`config.mk`:
```
export PLATFORM = sky130hd
export DESIGN_NAME = truth_table_sweeper
export DESIGN_NICKNAME = d
export VERILOG_FILES = /design/src/rtl/truth_table_sweeper.sv
export SDC_FILE = /design/constraint.sdc
export NUM_CORES = 1
export LEC_CHECK = 0
export ABC_CLOCK_PERIOD_IN_PS = 6500
export CAP_MARGIN = 40
export CORE_UTILIZATION = 43
export CTS_CLUSTER_DIAMETER = 80
export DETAILED_ROUTE_END_ITERATION = 7
export GPL_TIMING_DRIVEN = 1
export PLACE_DENSITY = 0.95
export SYNTH_ARGS = -nofsm -noshare
export SYNTH_HDL_FRONTEND = slang
export SYNTH_SLANG_ARGS = --single-unit
export TNS_END_PERCENT = 30
```
`constraint.sdc`:
```
create_clock -name clk -period 6.5 [get_ports clk]
set_clock_uncertainty 0.05 [all_clocks]
set_input_delay 1.3 -clock clk [delete_from_list [all_inputs] [get_ports clk]]
set_output_delay 1.3 -clock clk [all_outputs]
set_load 0.03 [all_outputs]
```
`src/rtl/truth_table_sweeper.sv`:
```
// Purpose : sweeps every N_IN-bit vector into N_CH combinational channels and checks each against a truth table.
// Latency : done pulses in the cycle starting 2^N_IN*HOLD edges after the accepted start edge.
// Backpr. : none; start is honoured only in IDLE, abort only in APPLY (abort beats start in APPLY).
//
// Ports:
//   clk, rst_n          clock, asynchronous active-low reset
//   start, abort        begin sweep (IDLE only) / terminate sweep (APPLY only)
//   exp_tt              expected outputs, bit [c*2^N_IN + v] = channel c at vector v
//   dut_y               observed channel outputs, bit c = channel c
//   vec                 registered vector driven to every channel's inputs
//   busy, done          sweep in progress / one-cycle completion pulse
//   pass                last completed sweep had no mismatching vector
//   err_mask            sticky per-channel mismatch flags
//   err_count           number of vectors with at least one mismatching channel
//   first_fail_vec/_valid  vector value of the first mismatch seen and its qualifier
//
// Build option: define SWEEP_GRAY_EN to step vectors in Gray order (one bit change per step).

module truth_table_sweeper #(
    parameter int N_IN = 3,
    parameter int N_CH = 6,
    parameter int HOLD = 1
) (
    input  logic                         clk,
    input  logic                         rst_n,
    input  logic                         start,
    input  logic                         abort,
    input  logic [N_CH*(1<<N_IN)-1:0]    exp_tt,
    input  logic [N_CH-1:0]              dut_y,
    output logic [N_IN-1:0]              vec,
    output logic                         busy,
    output logic                         done,
    output logic                         pass,
    output logic [N_CH-1:0]              err_mask,
    output logic [N_IN:0]                err_count,
    output logic [N_IN-1:0]              first_fail_vec,
    output logic                         first_fail_valid
);

    localparam int NV = 1 << N_IN;
    localparam int HW = (HOLD > 1) ? $clog2(HOLD) : 1;
    localparam logic [HW-1:0]   HOLD_LAST = HW'(HOLD - 1);
    localparam logic [N_IN-1:0] STEP_LAST = '1;

    typedef enum logic [1:0] {
        S_IDLE  = 2'd0,
        S_APPLY = 2'd1,
        S_DONE  = 2'd2
    } state_t;

    state_t            state_q, state_d;
    logic [N_IN-1:0]   step_q, step_d;
    logic [HW-1:0]     hold_q, hold_d;
    logic [N_IN-1:0]   vec_q, vec_d;
    logic [N_CH-1:0]   mask_q, mask_d;
    logic [N_IN:0]     cnt_q, cnt_d;
    logic [N_IN-1:0]   ffv_q, ffv_d;
    logic              ffok_q, ffok_d;
    logic              pass_q, pass_d;

    // Per-channel view of the expected table, one NV-bit row per channel.
    logic [NV-1:0]     exp_row [N_CH];
    logic [N_CH-1:0]   exp_cur;
    logic [N_CH-1:0]   mis;

    // Sweep step to vector value. The expected table is always indexed by
    // the vector value, so the step order only affects what is driven.
    function automatic logic [N_IN-1:0] step_to_vec(input logic [N_IN-1:0] s);
`ifdef SWEEP_GRAY_EN
        return s ^ (s >> 1);
`else
        return s;
`endif
    endfunction

    for (genvar c = 0; c < N_CH; c++) begin : g_row
        assign exp_row[c] = exp_tt[c*NV +: NV];
    end

    always_comb begin
        exp_cur = '0;
        for (int c = 0; c < N_CH; c++) begin
            exp_cur[c] = exp_row[c][vec_q];
        end
    end

    assign mis = dut_y ^ exp_cur;

    // State and datapath registers.
    always_ff @(posedge clk or negedge rst_n) begin
        if (!rst_n) begin
            state_q <= S_IDLE;
            step_q  <= '0;
            hold_q  <= '0;
            vec_q   <= '0;
            mask_q  <= '0;
            cnt_q   <= '0;
            ffv_q   <= '0;
            ffok_q  <= 1'b0;
            pass_q  <= 1'b0;
        end else begin
            state_q <= state_d;
            step_q  <= step_d;
            hold_q  <= hold_d;
            vec_q   <= vec_d;
            mask_q  <= mask_d;
            cnt_q   <= cnt_d;
            ffv_q   <= ffv_d;
            ffok_q  <= ffok_d;
            pass_q  <= pass_d;
        end
    end

    // Next-state and datapath update.
    always_comb begin
        state_d = state_q;
        step_d  = step_q;
        hold_d  = hold_q;
        vec_d   = vec_q;
        mask_d  = mask_q;
        cnt_d   = cnt_q;
        ffv_d   = ffv_q;
        ffok_d  = ffok_q;
        pass_d  = pass_q;

        case (state_q)
            S_IDLE: begin
                if (start) begin
                    state_d = S_APPLY;
                    step_d  = '0;
                    hold_d  = '0;
                    vec_d   = step_to_vec('0);
                    mask_d  = '0;
                    cnt_d   = '0;
                    ffok_d  = 1'b0;
                    pass_d  = 1'b0;
                end
            end

            S_APPLY: begin
                if (abort) begin
                    // Partial results stay visible; nothing is sampled on this edge.
                    state_d = S_IDLE;
                    step_d  = '0;
                    hold_d  = '0;
                    vec_d   = '0;
                end else if (hold_q != HOLD_LAST) begin
                    hold_d = hold_q + 1'b1;
                end else begin
                    // Sample edge: only the last hold cycle is compared, so the
                    // channels have HOLD cycles to settle after vec changes.
                    mask_d = mask_q | mis;
                    if (mis != '0) begin
                        cnt_d = cnt_q + 1'b1;
                        if (!ffok_q) begin
                            ffv_d  = vec_q;
                            ffok_d = 1'b1;
                        end
                    end
                    if (step_q == STEP_LAST) begin
                        state_d = S_DONE;
                        pass_d  = (cnt_d == '0);
                    end else begin
                        step_d = step_q + 1'b1;
                        vec_d  = step_to_vec(step_q + 1'b1);
                        hold_d = '0;
                    end
                end
            end

            S_DONE: begin
                state_d = S_IDLE;
                step_d  = '0;
                hold_d  = '0;
                vec_d   = '0;
            end

            default: begin
                state_d = S_IDLE;
            end
        endcase
    end

    assign vec              = vec_q;
    assign busy             = (state_q == S_APPLY);
    assign done             = (state_q == S_DONE);
    assign pass             = pass_q;
    assign err_mask         = mask_q;
    assign err_count        = cnt_q;
    assign first_fail_vec   = ffv_q;
    assign first_fail_valid = ffok_q;

endmodule

```
After elaboration in Yosys (flattened, before gate mapping)

Cells that the tools add are included.
Widths: inputs -> output; s select.

Register bits after elaboration: 21
Bits of input ports: 58
Output and inout bits: 20
Word-level logic and storage cells: 86

Add/subtract/negate cells: 3
Magnitude comparators: 1
Equality and inequality tests: 11
Muxes and demuxes: 46
Bitwise operators: 5
Reductions and logical operators: 12

Operator list:

| operator            | number |
|---|---|
| $mux 4              | 7 |
| $bmux 1 s3          | 6 |
| $mux 6              | 3 |
| $mux 1              | 15 |
| $reduce_and 5->1    | 3 |
| $mux 3              | 4 |
| $pmux 6 s2          | 1 |
| $pmux 3 s3          | 1 |
| $mux 2              | 4 |
| $pmux 4 s2          | 1 |
| $reduce_and 4->1    | 2 |
| $ne 2x2->1 const B  | 3 |
| $ne 3x3->1 const B  | 2 |
| $or 6x6->6          | 1 |
| $reduce_bool 6->1   | 1 |
| $xor 6x6->6         | 1 |
| $add 4x1->4 const B | 1 |
| $logic_not 4->1     | 1 |
| $lt 3x4->1 const B  | 1 |
| $ne 2x1->1 const B  | 2 |
| $pmux 1 s2          | 2 |
| $pmux 2 s2          | 1 |
| $add 3x1->3 const B | 1 |
| $eq 3x3->1 const B  | 1 |
| other kinds (11)    | 13 |

Logic depth before layout (Yosys ltp)

Gate-level depths: netlist of the first run.

Depth in word-level cells: 13
Depth in mapped cells: 9
Gate-level depth less buffers: 7

Worst setup path before layout of the first run

Ideal clock, no wire load.

Path type: input port to flip-flop
Start: input port exp_tt[5]
End: register cnt_q[3] (netlist: err_count[3])
Setup time: 0.126 ns
Arrival: 3.000 ns
Required time: 6.324 ns
Setup slack: 3.324 ns
Stages on the path: 7
Buffers on the path: 0
Path through: mux4_1 -> mux2i_1 -> xnor2_1 -> nor3_4 -> and4_2 -> or2_2 -> a221o_1

Longest elaborated chain between the ends: 11

RTL lines:

| item                         | line | text |
|---|---|---|
| start, declared              | 28   | `input logic [N_CH*(1<<N_IN)-1:0] exp_tt,` |
| $bmux 1 s3                   | 83   | `exp_cur[c] = exp_row[c][vec_q];` |
| $mux 1 (not written as such) | 83   |  |
| $xor 6x6->6                  | 87   | `assign mis = dut_y ^ exp_cur;` |
| $reduce_bool 6->1            | 153  | `if (mis != '0) begin` |
| $mux 4                       | 153  |  |
| $mux 4                       | 147  | `end else if (hold_q != HOLD_LAST) begin` |
| $mux 4                       | 141  | `if (abort) begin` |
| $mux 4                       | 126  | `case (state_q)` |
| $mux 4                       | 147  |  |
| $mux 4                       | 141  |  |
| $pmux 4 s2                   | 126  |  |
| end signal, assigned         | 107  | `cnt_q <= cnt_d;` |
| end, declared                | 56   | `logic [N_IN:0] cnt_q, cnt_d;` |

Every way passes these cells. The select of a mux whose other input is x is not followed.
A chain may end at the register's enable or synchronous reset.

Final worst setup path of the first run

Ends and elaborated chain as after synthesis.

==> impl_metrics.csv, run 1 <==
group,metric,value,unit
cells_and_area,fin_util,70.5,%
placement,place_hpwl,3.23,mm
cells_and_area,final_layout_size_suffix_gt1_share,12.7,%
cells_and_area,nets,283,
placement,place.port_buffers,77,
detailed_routing,drc,0,
sta,final.setup.tns,0,ns
floorplan,die_w,61.1,µm
min_path,hold_depth,2,
synthesis,netlist_area,0.00150,mm²
clocking,cts.hold.buffers_added,0,
global_routing,grt_pass1_wl,5.87,mm
cells_and_area,fin_cells,267,
setup_path,end_kind,"flip-flop",
setup_path,crit_buf_inv,1,
floorplan,ios,78,
sta,setup_viol,0,
clocking,cts_tree,"done",
detailed_routing,drt_iter0_drc,42,
setup_path,cpLargestDelayFamily,"multiplexers",
sta,timing.hold.ws,0.455,ns
clocking,clock_sinks,20,
min_path,min_to,"pass$_DFFE_PN0P_",
setup_path,worstSetupPathType,"in2reg",
floorplan,initial_utilization,45.0,%
power,ir_worst_vdd,277,µV
global_routing,gr-total-overflow,0,
setup_path,path_max_fanout,3,
detailed_routing,drt-wirelength-per-cell,14.9,µm
setup_path,rr_worst_depth,8,
floorplan,core,0.00334,mm²
global_routing,first_global_vias,1301,
setup_path,crit_arrival,3.56,ns
synthesis,synthTopCellsByCount,"dfrtp_1, mux2i_1, nor2_1",
clocking,post_cts_buffers,0,
placement,post-place-ws,2.72,ns
synthesis,synth_top_area_share,33.4,%
power,cellLeakagePower,0.940,nW
setup_path,critical_path.max_stage_delay,0.49,ns
setup_path,cp_slowest_cell,"mux4_1",
min_path,holdCritStartpoint,"pass$_DFFE_PN0P_",
detailed_routing,first_pass_iters,4,
sta,setup_ws,3.08,ns
cells_and_area,area_growth,56.9,%
global_routing,grt_max_degree,27,
placement,gp_congestion,0.775,
sta,rsz0062_at_grt,"false",
sta,period_share,52.6,%
setup_path,required,6.64,ns
synthesis,syn_inst,142,
sta,max_slew_margin,63.7,%
sta,final-max-slew-violation-count,0,
run_status,status,"complete, no violations",
synthesis,yosys_most_used_dff,"dfrtp_1",
clocking,cts_repair_resize_count,0,
setup_path,cp-start-kind,"input pin",
detailed_routing,via_count,1448,
synthesis,synth_seq_cells,20,
clocking,insertion_delay,0.30,ns
detailed_routing,viasPerCell,5.42,
synthesis,ys_warn_count,0,
synthesis,synth.top_cells.by_area,"dfrtp_1, mux2i_1, mux2_2",
synthesis,syn_nets,203,
cells_and_area,antenna_cells,0,
clocking,h-tree-depth,1,
floorplan,die-area,0.00373,mm²
power,power_density,353,mW/mm²
setup_path,reg2reg_slack,3.72,ns
synthesis,yosysMostFrequentCell,"dfrtp_1",
floorplan,die_h,61.1,µm
synthesis,yosysTopAreaCell,"dfrtp_1",
synthesis,avgSynthCellArea,10.6,µm²
detailed_routing,antenna_left,0,
sta,worstMarginPinSlew,0.543,ns
cells_and_area,n_fill_cell,262,
synthesis,ys_seq_area_share,33.4,%
min_path,min_path_type,"reg2reg",
sta,finalHoldViolations,0,
setup_path,r2r-start,"vec[1]$_DFFE_PN0P_",
setup_path,crit_chain,"clkdlybuf4s50_1 -> mux4_1 -> mux2i_1 -> xnor2_1 -> nor3_4 -> and4_2 -> or2_2 -> a221o_1",
floorplan,rows,21,
clocking,root_buffer,"clkbuf_4",
synthesis,synth-async-reset-ratio,100,%
clocking,cts_buffer_depth,2,
detailed_routing,drt-total-wl,3.97,mm
synthesis,synth_edf_count,0,
clocking,numCtsBuffers,3,
placement,placed_cells,263,
sta,period_minus_slack,3.42,ns
global_routing,antenna_found_initial,0,
sta,fmax,292,MHz
synthesis,synth_cell_types,43,
setup_path,worst_r2r_endpoint,"first_fail_vec[2]$_DFFE_PN0P_",
setup_path,critPathLaunch,"exp_tt[5]",
job,drv_cap,0,
clocking,clkTransAtPathRegs,0.11,ns
global_routing,gr-usage-all-layers,21.2,%
-- per-layer routing --
| layer | vias to the layer above | share of wire, % | track usage, % |
|---|---|---|---|
| li1 | 692 | - | - |
| met1 | 684 | 40 | 25.3 |
| met2 | 67 | 47 | 38.5 |
| met5 | - | 0 | 0 |
| met4 | 0 | 0.83 | 5.19 |
| met3 | 5 | 12 | 5.04 |
-- cells in the final DEF (no fill, tap or decap), types with 3 or more instances in the layout --
master | Yosys | final
or2_2 | 3 | 3
mux2_4 | 3 | 3
mux2_2 | 7 | 7
a21oi_1 | 5 | 5
clkdlybuf4s50_1 | 0 | 77
a21boi_0 | 4 | 4
clkbuf_4 | 0 | 3
nor2_1 | 15 | 15
o211ai_1 | 3 | 3
ha_1 | 3 | 3
nand2_1 | 7 | 7
mux2i_1 | 17 | 17
dfrtp_1 | 20 | 20
a22oi_1 | 5 | 5
a2bb2oi_1 | 3 | 3
nand2b_1 | 4 | 4
-- stage by stage --
| step | cell area (µm²) | power, mW |
|---|---|---|
| after floorplan | 1500 | 0.584 |
| after global placement | 2310 | 0.751 |
| after detailed placement | 2320 | 0.762 |
| after CTS | 2350 | 0.835 |
| after global routing | 2350 | 0.885 |
| final | 2350 | 0.831 |
-- worst reg2reg max path, delay by kind of cell (launching register included) --
kind	cells	cell delay, ns
AO/OA/AOI/OAI	2	0.38
buffers and inverters	1	0.34
flip-flops	1	0.34
multiplexers	2	0.69
AND/OR/NAND/NOR	3	0.87
-- how the worst max path moves through the flow --
stage,end,slack (ns),cells past startpoint
after global placement,err_count[3]$_DFFE_PN0P_,2.81,8
after detailed placement,err_count[3]$_DFFE_PN0P_,2.72,8
after global routing,first_fail_vec[2]$_DFFE_PN0P_,2.95,8
after CTS,err_count[3]$_DFFE_PN0P_,3.05,8
after floorplan,err_count[3]$_DFFE_PN0P_,3.32,7
final,err_count[3]$_DFFE_PN0P_,3.08,8
-- area by class of cell --
type / instances / area [µm²] / area share [%]
repair buffers: 80 / 797 / 33.9
flip-flops and latches: 20 / 500 / 21.3
multi-input cells: 115 / 955 / 40.6
clock buffers: 4 / 36.3 / 1.54
well taps: 46 / 57.6 / 2.45
inverters: 2 / 7.51 / 0.319
-- flip-flops by register name, indices dropped and copies added (netlist names) --
register and cells:
err_mask 6, err_count 4, first_fail_vec 3, vec 3, state_q 2, first_fail_valid 1
pass 1
-- logic make-up after synthesis --
| family | after synthesis | synth area share, % |
|---|---|---|
| flip-flops | 20 | 33.4 |
| multiplexers | 29 | 23.1 |
| adder cells (fa/ha/maj) | 3 | 2.50 |
| buffers and inverters | 7 | 3.00 |
| AO/OA/AOI/OAI | 31 | 16.8 |
| AND/OR/NAND/NOR | 48 | 18.9 |
| XOR/XNOR | 4 | 2.34 |
-- report_power, final --
part | switching, mW | internal, mW
combinational | 0.290 | 0.256
clock | 0.0370 | 0.0342
sequential | 0.0437 | 0.169
No activity file was read; power rests on OpenSTA's default activity.
==> run 2, diff against run 1 <==
--- a/config.mk
+++ b/config.mk
@@ -5,13 +5,13 @@
 export SDC_FILE = /design/constraint.sdc
 export NUM_CORES = 1
 export LEC_CHECK = 0
-export ABC_CLOCK_PERIOD_IN_PS = 6500
+export ABC_CLOCK_PERIOD_IN_PS = 3150
 export CAP_MARGIN = 40
-export CORE_UTILIZATION = 43
+export CORE_UTILIZATION = 40
 export CTS_CLUSTER_DIAMETER = 80
 export DETAILED_ROUTE_END_ITERATION = 7
 export GPL_TIMING_DRIVEN = 1
-export PLACE_DENSITY = 0.95
+export PLACE_DENSITY = 0.92
 export SYNTH_ARGS = -nofsm -noshare
 export SYNTH_HDL_FRONTEND = slang
 export SYNTH_SLANG_ARGS = --single-unit
==> constraint.sdc (replaced) <==
create_clock -name clk -period 3.15 [get_ports clk]
set_clock_uncertainty 0.05 [all_clocks]
set_input_delay 0.63 -clock clk [delete_from_list [all_inputs] [get_ports clk]]
set_output_delay 0.63 -clock clk [all_outputs]
set_load 0.03 [all_outputs]
==> impl_metrics.csv, run 2 (synthesized netlist as in run 1, its figures left out) <==
group,metric,value,unit
run_status,status,"complete, no violations",
placement,place_hpwl,3.23,mm
setup_path,end_kind,"flip-flop",
power,power_density,744,mW/mm²
setup_path,crit_arrival,2.89,ns
clocking,cts_buffer_depth,2,
power,p_int,1.01,mW
sta,final-max-slew-violation-count,0,
sta,worstMarginPinSlew,0.464,ns
setup_path,path_max_fanout,3,
job,drv_cap,0,
clocking,cts.hold.buffers_added,0,
sta,rsz0062_at_grt,"false",
clocking,insertion_delay,0.26,ns
sta,max_slew_margin,69.0,%
power,ir_worst_vdd,472,µV
clocking,root_buffer,"clkbuf_8",
setup_path,rr_worst_depth,8,
power,p_sw_share,43.5,%
cells_and_area,final_layout_size_suffix_gt1_share,13.8,%
detailed_routing,antenna_left,0,
cells_and_area,multi_input_area,955,µm²
global_routing,first_global_vias,1375,
detailed_routing,first_pass_iters,4,
clocking,h-tree-depth,1,
global_routing,antenna_found_initial,0,
sta,final.setup.tns,0,ns
cells_and_area,final-seq-area,500,µm²
sta,setup_ws,0.363,ns
clocking,post_cts_buffers,0,
floorplan,core,0.00347,mm²
min_path,min_path_type,"reg2reg",
detailed_routing,drc,0,
cells_and_area,nets,286,
power,comb_power_share,63.5,%
clocking,numCtsBuffers,3,
power,switching_power,775,µW
sta,fmax,359,MHz
detailed_routing,via_count,1430,
detailed_routing,viasPerCell,5.30,
floorplan,die_w,63.2,µm
min_path,hold_depth,2,
sta,period_minus_slack,2.79,ns
cells_and_area,fin_area,0.00239,mm²
power,seqPwrFrac,25.4,%
global_routing,gr-total-overflow,0,
sta,period_share,88.5,%
power,clockPowerShare,11.0,%
setup_path,required,3.25,ns
setup_path,reg2reg_slack,0.46,ns
placement,dpl-instance-area,0.00234,mm²
clocking,clock_sinks,20,
power,power,1.78,mW
global_routing,grt_max_degree,15,
setup_path,cp-start-kind,"input pin",
sta,setup_viol,0,
detailed_routing,drt-total-wl,4.03,mm
floorplan,initial_utilization,43.3,%
floorplan,die_h,63.2,µm
global_routing,gr-usage-all-layers,21.4,%
placement,place.port_buffers,77,
clocking,clkTransAtPathRegs,0.07,ns
floorplan,rows,21,
sta,timing.hold.ws,0.454,ns
floorplan,ios,78,
cells_and_area,final_cell_mix,"clkdlybuf4s50_1, dfrtp_1, mux2i_1, nor2_1",
detailed_routing,drt-wirelength-per-cell,14.9,µm
cells_and_area,mostFrequentLayoutCell,"clkdlybuf4s50_1",
placement,post-place-ws,0.0713,ns
clocking,cts_tree,"done",
cells_and_area,largest_reg_flops,6,
clocking,cts_repair_resize_count,0,
floorplan,die-area,0.00400,mm²
cells_and_area,n_fill_cell,274,
sta,finalHoldViolations,0,
cells_and_area,area_growth,59.6,%
detailed_routing,drt_iter0_drc,44,
cells_and_area,antenna_cells,0,
global_routing,grt_pass1_wl,6.53,mm
power,cellLeakagePower,0.964,nW
placement,gp_congestion,0.755,
setup_path,worstSetupPathType,"in2reg",
-- run 2: cell types whose count changed in the layout (fill, tap and decap cells not counted), sizes merged --
cell  change
buf       +3
-- run 2: worst max-delay path: stages --
cell             delay [ns]
clkdlybuf4s50_1        0.41
mux4_1                 0.50
mux2i_1                0.19
xnor2_1                0.23
nor3_4                 0.10
and4_2                 0.22
or2_2                  0.30
a221o_1                0.30
-- run 2: layout make-up --
type | instances | area share, %
sequential | 20 | 20.9
tap | 46 | 2.40
inverter | 2 | 0.313
timing repair buffer | 83 | 34.2
multi-input combinational | 115 | 39.9
clock buffer | 4 | 2.30
-- run 2: through the flow --
step           cells  utilization, %
2_1_floorplan    142               -
3_3_place_gp     265            67.1
3_5_place_dp     266            67.5
4_1_cts          270            69.0
5_1_grt          270            69.0
6_report         270            69.0
-- run 2: worst paths after layout --
check,start,endpoint
max,exp_tt[6],err_count[3]$_DFFE_PN0P_
max in group asynchronous,rst_n,vec[2]$_DFFE_PN0P_
min reg2reg,err_mask[3]$_DFFE_PN0P_,err_mask[3]$_DFFE_PN0P_
min,err_mask[3]$_DFFE_PN0P_,err_mask[3]$_DFFE_PN0P_
min in group asynchronous,rst_n,err_count[1]$_DFFE_PN0P_
max reg2reg,vec[1]$_DFFE_PN0P_,err_count[3]$_DFFE_PN0P_
-- run 2: power by group through the flow --
stage	combinational, mW	sequential (mW)	clock [mW]
2_1_floorplan	0.620	0.585	0
3_3_place_gp	1.11	0.453	0
3_5_place_dp	1.13	0.457	0
4_1_cts	1.14	0.453	0.201
5_1_grt	1.21	0.469	0.209
6_report	1.13	0.453	0.197
-- run 2: metal layers --
| layer | GRT usage (%) | share of wire [%] | vias up |
|---|---|---|---|
| met5 | 0 | 0 | - |
| met4 | 9.09 | 2.2 | 0 |
| met3 | 3.80 | 6.0 | 9 |
| met2 | 36.8 | 48 | 59 |
| met1 | 26.1 | 44 | 664 |
| li1 | - | - | 698 |
